### config.mk
export PLATFORM = sky130hd
export DESIGN_NAME = uengine_spi_responder
export DESIGN_NICKNAME = d
export VERILOG_FILES = /design/src/rtl/uengine_spi_responder.sv
export SDC_FILE = /design/constraint.sdc
export NUM_CORES = 1
export LEC_CHECK = 0
export BUFFER_PORTS_ARGS = -buffer_cell sky130_fd_sc_hd__buf_2
export CAP_MARGIN = 0
export CORE_MARGIN = 3
export CORE_UTILIZATION = 24
export CTS_BUF_LIST = sky130_fd_sc_hd__clkbuf_4 sky130_fd_sc_hd__clkbuf_8
export DETAILED_ROUTE_END_ITERATION = 8
export PLACE_DENSITY = 0.44
export SYNTH_ARGS = -nofsm -noshare
export SYNTH_HDL_FRONTEND = slang
export SYNTH_SLANG_ARGS = --single-unit
export TNS_END_PERCENT = 10
### constraint.sdc
create_clock -name SysClock -period 3 [get_ports SysClock]
set_clock_uncertainty 0.2 [all_clocks]
set_input_delay 0.45 -clock SysClock [delete_from_list [all_inputs] [get_ports SysClock]]
set_output_delay 0.45 -clock SysClock [all_outputs]
set_load 0.01 [all_outputs]
### src/rtl/uengine_spi_responder.sv
// Chip-side SPI mode-0 responder for 32-bit uEngine register frames.
// Oversamples the SPI pins, decodes read/write frames and drives MISO for matched reads.
module uengine_spi_responder #(
   parameter int SYNC_STAGES = 2
) (
   input  logic        SysClock,
   input  logic        SysReset,
   input  logic        SPI_SCK,
   input  logic        SPI_CS_N,
   input  logic        SPI_MOSI,
   output logic        SPI_MISO,
   output logic        SPI_MISO_OE,
   input  logic [2:0]  ChipIndex,
   output logic [3:0]  REG_ENGINE,
   output logic [7:0]  REG_ADDR,
   output logic        REG_RD_REQ,
   input  logic        REG_RD_ACK,
   input  logic [15:0] REG_RD_DATA,
   output logic        REG_WR_STROBE,
   output logic [15:0] REG_WR_DATA,
   output logic [7:0]  ErrorCount,
   output logic [31:0] DebugExport
);

   typedef enum logic [3:0] {
      IDLE    = 4'd0,
      HEADER  = 4'd1,
      RD_WAIT = 4'd2,
      DATA    = 4'd3,
      DONE    = 4'd4
   } state_t;

   logic [SYNC_STAGES-1:0] sck_sync, cs_sync, mosi_sync;
   logic                   sck_prev, cs_prev;
   logic                   sck_s, cs_s, mosi_s;
   logic                   sck_rise, sck_fall, cs_desel;

   state_t      state_reg, state_next;
   logic [5:0]  bit_cnt_reg, bit_cnt_next;
   logic [14:0] shift_reg, shift_next;
   logic        match_reg, match_next;
   logic        read_reg, read_next;
   logic [15:0] resp_reg, resp_next;
   logic        miso_reg, miso_next;
   logic        oe_reg, oe_next;
   logic        rd_req_reg, rd_req_next;
   logic        wr_strobe_reg, wr_strobe_next;
   logic [3:0]  engine_reg, engine_next;
   logic [7:0]  addr_reg, addr_next;
   logic [15:0] wr_data_reg, wr_data_next;
   logic [7:0]  err_reg, err_next;

   logic [15:0] shifted;
   logic [5:0]  cnt_inc;
   logic        err_inc;

   // CS_N chain resets high so a reset never looks like a deselect or a frame start
   always_ff @(posedge SysClock or posedge SysReset) begin
      if (SysReset) begin
         sck_sync  <= '0;
         cs_sync   <= '1;
         mosi_sync <= '0;
         sck_prev  <= 1'b0;
         cs_prev   <= 1'b1;
      end else begin
         sck_sync  <= {sck_sync[SYNC_STAGES-2:0], SPI_SCK};
         cs_sync   <= {cs_sync[SYNC_STAGES-2:0], SPI_CS_N};
         mosi_sync <= {mosi_sync[SYNC_STAGES-2:0], SPI_MOSI};
         sck_prev  <= sck_sync[SYNC_STAGES-1];
         cs_prev   <= cs_sync[SYNC_STAGES-1];
      end
   end

   assign sck_s    = sck_sync[SYNC_STAGES-1];
   assign cs_s     = cs_sync[SYNC_STAGES-1];
   assign mosi_s   = mosi_sync[SYNC_STAGES-1];
   assign sck_rise = sck_s & ~sck_prev;
   assign sck_fall = ~sck_s & sck_prev;
   assign cs_desel = cs_s & ~cs_prev;

   always_ff @(posedge SysClock or posedge SysReset) begin
      if (SysReset) begin
         state_reg     <= IDLE;
         bit_cnt_reg   <= '0;
         shift_reg     <= '0;
         match_reg     <= 1'b0;
         read_reg      <= 1'b0;
         resp_reg      <= '0;
         miso_reg      <= 1'b0;
         oe_reg        <= 1'b0;
         rd_req_reg    <= 1'b0;
         wr_strobe_reg <= 1'b0;
         engine_reg    <= '0;
         addr_reg      <= '0;
         wr_data_reg   <= '0;
         err_reg       <= '0;
      end else begin
         state_reg     <= state_next;
         bit_cnt_reg   <= bit_cnt_next;
         shift_reg     <= shift_next;
         match_reg     <= match_next;
         read_reg      <= read_next;
         resp_reg      <= resp_next;
         miso_reg      <= miso_next;
         oe_reg        <= oe_next;
         rd_req_reg    <= rd_req_next;
         wr_strobe_reg <= wr_strobe_next;
         engine_reg    <= engine_next;
         addr_reg      <= addr_next;
         wr_data_reg   <= wr_data_next;
         err_reg       <= err_next;
      end
   end

   always_comb begin
      state_next     = state_reg;
      bit_cnt_next   = bit_cnt_reg;
      shift_next     = shift_reg;
      match_next     = match_reg;
      read_next      = read_reg;
      resp_next      = resp_reg;
      miso_next      = miso_reg;
      oe_next        = oe_reg;
      rd_req_next    = 1'b0;
      wr_strobe_next = 1'b0;
      engine_next    = engine_reg;
      addr_next      = addr_reg;
      wr_data_next   = wr_data_reg;
      err_inc        = 1'b0;
      shifted        = {shift_reg, mosi_s};
      cnt_inc        = bit_cnt_reg + 6'd1;

      if ((state_reg == HEADER || state_reg == RD_WAIT || state_reg == DATA) && cs_desel) begin
         state_next   = IDLE;
         bit_cnt_next = '0;
         oe_next      = 1'b0;
         err_inc      = (bit_cnt_reg != 6'd0);
      end else begin
         if ((state_reg == HEADER || state_reg == RD_WAIT || state_reg == DATA) && sck_rise) begin
            shift_next   = shifted[14:0];
            bit_cnt_next = cnt_inc;
         end
         case (state_reg)
            IDLE: begin
               bit_cnt_next = '0;
               oe_next      = 1'b0;
               if (!cs_s) state_next = HEADER;
            end
            HEADER: begin
               if (sck_rise && cnt_inc == 6'd16) begin
                  engine_next = shifted[11:8];
                  addr_next   = shifted[7:0];
                  match_next  = (shifted[14:12] == ChipIndex);
                  read_next   = shifted[15];
                  if (shifted[15] && shifted[14:12] == ChipIndex) begin
                     rd_req_next = 1'b1;
                     state_next  = RD_WAIT;
                  end else begin
                     state_next  = DATA;
                  end
               end
            end
            RD_WAIT: begin
               // The first response bit is due on this falling edge; without data it is zero
               if (sck_fall) begin
                  resp_next  = '0;
                  miso_next  = 1'b0;
                  oe_next    = 1'b1;
                  err_inc    = 1'b1;
                  state_next = DATA;
               end else if (REG_RD_ACK && !rd_req_reg) begin
                  resp_next  = REG_RD_DATA;
                  oe_next    = 1'b1;
                  state_next = DATA;
               end
            end
            DATA: begin
               if (sck_fall && match_reg && read_reg) begin
                  miso_next = resp_reg[15];
                  resp_next = {resp_reg[14:0], 1'b0};
               end
               if (sck_rise && cnt_inc == 6'd32) begin
                  if (match_reg && !read_reg) begin
                     wr_strobe_next = 1'b1;
                     wr_data_next   = shifted;
                  end
                  oe_next    = 1'b0;
                  state_next = DONE;
               end
            end
            DONE: begin
               oe_next = 1'b0;
               if (cs_desel) begin
                  state_next   = IDLE;
                  bit_cnt_next = '0;
               end
            end
            default: state_next = IDLE;
         endcase
      end

      err_next = (err_inc && err_reg != 8'hFF) ? err_reg + 8'd1 : err_reg;
   end

   assign SPI_MISO      = miso_reg;
   assign SPI_MISO_OE   = oe_reg;
   assign REG_RD_REQ    = rd_req_reg;
   assign REG_WR_STROBE = wr_strobe_reg;
   assign REG_ENGINE    = engine_reg;
   assign REG_ADDR      = addr_reg;
   assign REG_WR_DATA   = wr_data_reg;
   assign ErrorCount    = err_reg;
   assign DebugExport   = {22'b0, bit_cnt_reg, state_reg};

endmodule
==> flow_summary.ini, run 1 <==
[status]
status = completed

[finish]
synthToLayoutAreaGrowth_pct = 17.5
layoutNonFillerInstCount = 652
nNetsFinal = 457
antennaDiodeCount = 0
drive_gt1_share_pct = 35.6

[cts]
clk_latency_ps = 360
cts_tree = done
cts-buffers-inserted = 9
clockBufferDepth = 2
cts_resized = 0
clkSinkCount = 90
root_buffer = clkbuf_8
htreeDepth = 3
post-cts-setup-buffers = 0
clk_pin_slew_ps = 90

[sta]
relSlewSlack_pct = 53.0
setup_viol = 0
post-route-period-util_pct = 89.7
slew_viol_final = 0
whs_ps = 138
setup_tns_ps = 0
fin_crit_ps = 2690
tightestPinTransition_ps = 705
rsz0062_at_grt = no
fmax_ghz = 0.372
final_hold_viol_count = 0
setup_ws_ps = 309

[placed_design]
hpwl_um = 6180
dp_slack_ps = 336
portBuffers = 73
dp_cells = 633
gp_congestion = 0.754

[hold_path]
hp-class = primary input to flop

[floorplanning]
io_pins = 97
initial_core_util_pct = 24.8
core-area_mm2 = 0.0167
die-area_mm2 = 0.0188
die_h_um = 137
rows = 47
die_w_um = 137

[drt]
ant_nets = 0
drt_pass1_iterations = 4
wl_per_cell_um = 13.8
dr_total_vias = 2743
drc = 0
drt-initial-drc-count = 87
routed_via_density = 4.21
routed_wl_um = 8980

[synthesis]
avgSynthCellArea_um2 = 11.8
syn_area_mm2 = 0.00414
yosysTopAreaCellShare_pct = 52.6
synth_top_area_cell = dfrtp_1
synth-adder-area-share_pct = 1.21
synth-seq-area-share_pct = 54.5
ys_seq_elements = 90
synth_simple_gate_area_share_pct = 11.9
synth_area_leaders = dfrtp_1 (53%), mux2_2 (10%), buf_4 (4.4%), mux2_4 (3.3%), and3_1 (2.9%)
synth-compound-area-share_pct = 7.83
ys.flop_type = dfrtp_1
synthTopCellsByCount = dfrtp_1 (87), mux2_2 (38), nand2_1 (28), buf_4 (24), a21oi_1 (20)
synth.distinct_cells = 44
syn-instance-count = 350
synth.most_common_cell = dfrtp_1
yosysWarnings = 0
synthMuxAreaShare_pct = 13.6
synth_top_family_by_area = multiplexers
yosys.area_share.xor_xnor_pct = 3.60
ys_async_sr_fraction_pct = 100
synth_edf_count = 0

[worst_setup_path]
start_kind = flop
cpMaxStageDelayCell = dfrtp_1
crit_path_max_fanout = 17
crit_arrival_ps = 2740
critPathCaptureType = flop
path_class = flop to flop
cp_cell_sequence = ha_1 -> xor2_1 -> a2111oi_4 -> and3b_2 -> and4b_1 -> buf_12 -> mux2_2
required_ps = 3050
slowest_delay_ps = 480

[power]
power.leakage_uw = 0.00243
ir_worst_vdd_mv = 0.184
powerDensity_mw_per_mm2 = 511

[global_routing]
first_global_vias = 2710
grt_use_total_pct = 9.98
antenna_found_initial = 0
grt_pass1_wl_um = 14600
grt-ovfl-total = 0
grt_max_degree = 91

[job]
maxCapViolations = 0
per-layer routing:
layer	global-route usage, %	vias up	routed length, um
met3	2.78	12	490
met4	4.32	0	162
met1	14.2	1329	4490
met5	0	-	0
met2	14.1	78	3830
li1	-	1324	-
layout make-up:
type,instances,area [um2]
clock buffer,11,139
clock inverter,4,20.0
fill,1796,11800
inverter,4,16.3
multi-input combinational,238,1670
sequential,90,2260
tap,220,275
timing repair buffer,85,490
timing repair:
| action | CTS | global route |
|---|---|---|
| hold endpoints to repair | 54 | 0 |
| setup endpoints to repair | 0 | 0 |
| hold buffers | 4 | 0 |
stage by stage:
stage               utilization (%)  area (um2)  power (uW)
floorplan                         -        4220        1670
global placement               27.9        4660        1780
detailed placement             27.9        4660        1790
CTS                            29.1        4860        2530
global route                   29.1        4860        2640
finish                         29.1        4860        2490
worst max-delay path: cells and delay by family (launching register included):
family          cells  cell delay [ps]
xor+xnor            1              180
compound gates      1              350
flops               1              480
fa+ha+maj           1              270
simple gates        2              550
mux                 1              350
buf+inv             1              190
layout by cell type, fill, tap and decap left out, types with 2 or more instances in the layout:
| cell | instances |
|---|---|
| nor2_1 | 15 |
| mux2_2 | 38 |
| nand2b_1 | 6 |
| dfrtp_1 | 87 |
| nand2_1 | 28 |
| clkinv_2 | 5 |
| a21oi_1 | 20 |
| buf_2 | 73 |
| conb_1 | 23 |
| and3_1 | 19 |
| o311ai_0 | 2 |
| o21ai_0 | 19 |
| clkbuf_4 | 2 |
| clkbuf_8 | 9 |
| mux2_4 | 9 |
| a22oi_1 | 2 |
| nor2b_1 | 2 |
| dfstp_2 | 3 |
| ha_1 | 4 |
| dlygate4sd3_1 | 4 |
| nand4_1 | 7 |
| inv_1 | 3 |
| nand3_1 | 5 |
| o211ai_1 | 2 |
| xnor2_1 | 10 |
| nor3_1 | 3 |
| buf_12 | 2 |
| xor2_1 | 7 |
| buf_4 | 6 |
worst paths after layout:
check	slack, ps	cells after the start	endpoint	startpoint
max	310	7	REG_WR_DATA[11]	bit_cnt_reg[1]
min	140	3	resp_reg[0]	REG_RD_DATA[0]
max reg2reg	310	7	REG_WR_DATA[11]	bit_cnt_reg[1]
min reg2reg	150	0	sck_sync[1]	sck_sync[0]
max in group asynchronous	1680	4	resp_reg[8]	SysReset
min in group asynchronous	520	4	REG_ADDR[3]	SysReset
kinds of logic after synthesis:
family	count (synthesis)
AOI/OAI and AO/OA	52
xor gates and xnor gates	17
adders and majority gates	4
buffers and inverters	44
DFF	90
muxes	47
other	1
and+or+nand+nor	95
where the power goes:
part	leakage (uW)	total [uW]	switching, uW	internal [uW]
sequential	0.00121	1440	116	1320
clock	0.0000896	727	418	310
combinational	0.00113	321	160	162
No activity file was read; power rests on OpenSTA's default activity.
==> inputs of run 2 (changes only) <==
- ABC_AREA: unset -> 1
==> run 2 against run 1 <==
Register-to-register slack gained 290 ps. Non-clock buffer count shrank 2. Worst setup slack gained 290 ps. Sequential power grew 22%. Worst hold slack lost 4.6 ps. Critical path depth grew 5. Highest routed layer unchanged.
==> flow_summary.ini, run 2 <==
[status]
status = completed

[sta]
rsz0062_at_grt = no
final_hold_viol_count = 0
post-route-period-util_pct = 80.0
whs_ps = 133
setup_tns_ps = 0
setup_viol = 0
fin_crit_ps = 2400
tightestPinTransition_ps = 738
relSlewSlack_pct = 50.8
fmax_ghz = 0.417
slew_viol_final = 0

[power]
finalPower_uw = 4120
combPwrFrac_pct = 33.5
switching_share_pct = 39.2
powerDensity_mw_per_mm2 = 790
ir_worst_vdd_mv = 0.267
intPower_uw = 2500
power.share.clock_pct = 24.0
p_switching_uw = 1610
seqPwrFrac_pct = 42.4
power.leakage_uw = 0.00251

[floorplanning]
die_w_um = 142
core-area_mm2 = 0.0181
die_h_um = 142
initial_core_util_pct = 24.7
io_pins = 97
die-area_mm2 = 0.0203
rows = 49

[synthesis]
synth_simple_gate_area_share_pct = 20.6
yosysWarnings = 0
ys.flop_type = dfrtp_1
synth_top_family_by_area = simple AND/OR/NAND/NOR gates
synth_edf_count = 0
synth.most_common_cell = nand2_1
ys_seq_elements = 90
ys_async_sr_fraction_pct = 100
yosys.area_share.xor_xnor_pct = 1.37
synth_top_area_cell = dfrtp_1
synthMuxAreaShare_pct = 0
syn_area_mm2 = 0.00446
avgSynthCellArea_um2 = 9.49
synth.distinct_cells = 39
synthTopCellsByCount = nand2_1 (94), dfrtp_1 (87), inv_1 (45), o21ai_1 (28), buf_4 (24)
synth-adder-area-share_pct = 1.12
synth-seq-area-share_pct = 50.6
synth_area_leaders = dfrtp_1 (49%), nand2_1 (7.9%), o21ai_2 (4.1%), buf_4 (4.0%), inv_1 (3.8%)
yosysTopAreaCellShare_pct = 48.8
synth-compound-area-share_pct = 14.8
syn-instance-count = 470

[job]
maxCapViolations = 0

[placed_design]
portBuffers = 73
gp_congestion = 0.837
hpwl_um = 7360

[finish]
nNetsFinal = 576
drive_gt1_share_pct = 33.7
final_common_cell = nand2_1
synthToLayoutAreaGrowth_pct = 16.8
antennaDiodeCount = 0
most-common-layout-cells = nand2_1 (94), dfrtp_1 (87), buf_2 (73)
final.fill_count = 1908

[worst_setup_path]
crit_arrival_ps = 2470
path_class = flop to flop
required_ps = 3070
critPathCaptureType = flop
start_kind = flop
crit_path_max_fanout = 17

[drt]
dr_total_vias = 3274
wl_met1_um = 5000
drt_pass1_iterations = 4
routed_via_density = 4.19
wl_met3_um = 509
wl_met2_um = 4590
ant_nets = 0
dr.max_layer_used = met4
drc = 0
wl_per_cell_um = 13.1
drt-initial-drc-count = 149
routed_wl_um = 10200

[cts]
cts_tree = done
cts-buffers-inserted = 9
cts_resized = 0
root_buffer = clkbuf_8
clkSinkCount = 90
clk_latency_ps = 380
post-cts-setup-buffers = 0
clk_pin_slew_ps = 90
htreeDepth = 3
clockBufferDepth = 2

[global_routing]
antenna_found_initial = 0
grt_use_total_pct = 10.5
first_global_vias = 3220
grt_max_degree = 35
grt-ovfl-total = 0
grt_pass1_wl_um = 16700

[hold_path]
hp-class = primary input to flop
==> run 2: cell count changes after synthesis, moves of 13 or more <==
cell / change
a21oi_1: -19
a21oi_2: +16
a22oi_1: +13
and3_1: -19
inv_1: +41
mux2_2: -38
nand2_1: +66
nand2_2: +16
nor2_2: +18
o21ai_0: -15
o21ai_1: +28
o21ai_2: +21
==> run 2: logic make-up after synthesis <==
group,Yosys count
and+or+nand+nor,185
adders and majority gates,4
DFF,90
other,1
AOI/OAI and AO/OA,93
buffers and inverters,90
xor gates and xnor gates,7
==> run 2: worst max-delay path, cell delays in order, from the launching register on <==
cell,delay (ps)
dfrtp_1,470
ha_1,260
inv_1,60
nand2_1,40
nand2_1,70
nand2_1,70
nor2_2,160
inv_1,50
nor2_1,180
nand2_2,330
buf_12,290
nand2_2,60
o21ai_2,50
==> run 2: power groups by stage <==
stage | Clock [uW] | Combinational, uW | Sequential, uW
2_1_floorplan | 0 | 1090 | 1750
3_3_place_gp | 0 | 1380 | 1760
3_5_place_dp | 0 | 1400 | 1770
4_1_cts | 1030 | 1410 | 1750
5_1_grt | 1080 | 1580 | 1800
6_report | 989 | 1380 | 1750
==> run 2: layout make-up <==
| type | instances | area, um2 | share of cell area, % |
|---|---|---|---|
| Clock buffer | 10 | 138 | 2.64 |
| Inverter | 51 | 193 | 3.70 |
| Tap cell | 229 | 287 | 5.50 |
| Timing Repair Buffer | 83 | 463 | 8.89 |
| Clock inverter | 6 | 96.3 | 1.85 |
| Sequential cell | 90 | 2260 | 43.3 |
| Multi-Input combinational cell | 312 | 1780 | 34.1 |
==> run 2: path summary, 6_finish.rpt <==
check | depth (start not counted) | end | startpoint | slack (ps)
max | 12 | REG_WR_DATA[6] | bit_cnt_reg[0] | 600
min | 3 | resp_reg[0] | REG_RD_DATA[0] | 130
max reg2reg | 12 | REG_WR_DATA[6] | bit_cnt_reg[0] | 600
min reg2reg | 0 | mosi_sync[1] | mosi_sync[0] | 160
max in group asynchronous | 4 | REG_WR_DATA[6] | SysReset | 1340
min in group asynchronous | 3 | REG_WR_DATA[14] | SysReset | 420
==> run 2: layer usage <==
layer	track usage [%]	vias up
met2	16.1	82
met3	3.93	8
met1	14.1	1555
li1	-	1629
met5	0	-
met4	2.30	0
==> run 2: stage by stage <==
stage          cell area (um2)  setup WS, ps  cells  utilization [%]
2_1_floorplan             4540          19.7    492                -
3_3_place_gp              4940           618    761             27.3
3_5_place_dp              4940           619    761             27.3
4_1_cts                   5210           595    781             28.8
5_1_grt                   5210           346    781             28.8
6_report                  5210           601    781             28.8
==> run 2: timing repair <==
action	4_1_cts	5_1_grt
endpoints found under the hold margin	27	0
setup endpoints to repair	0	0
hold buffers	4	0
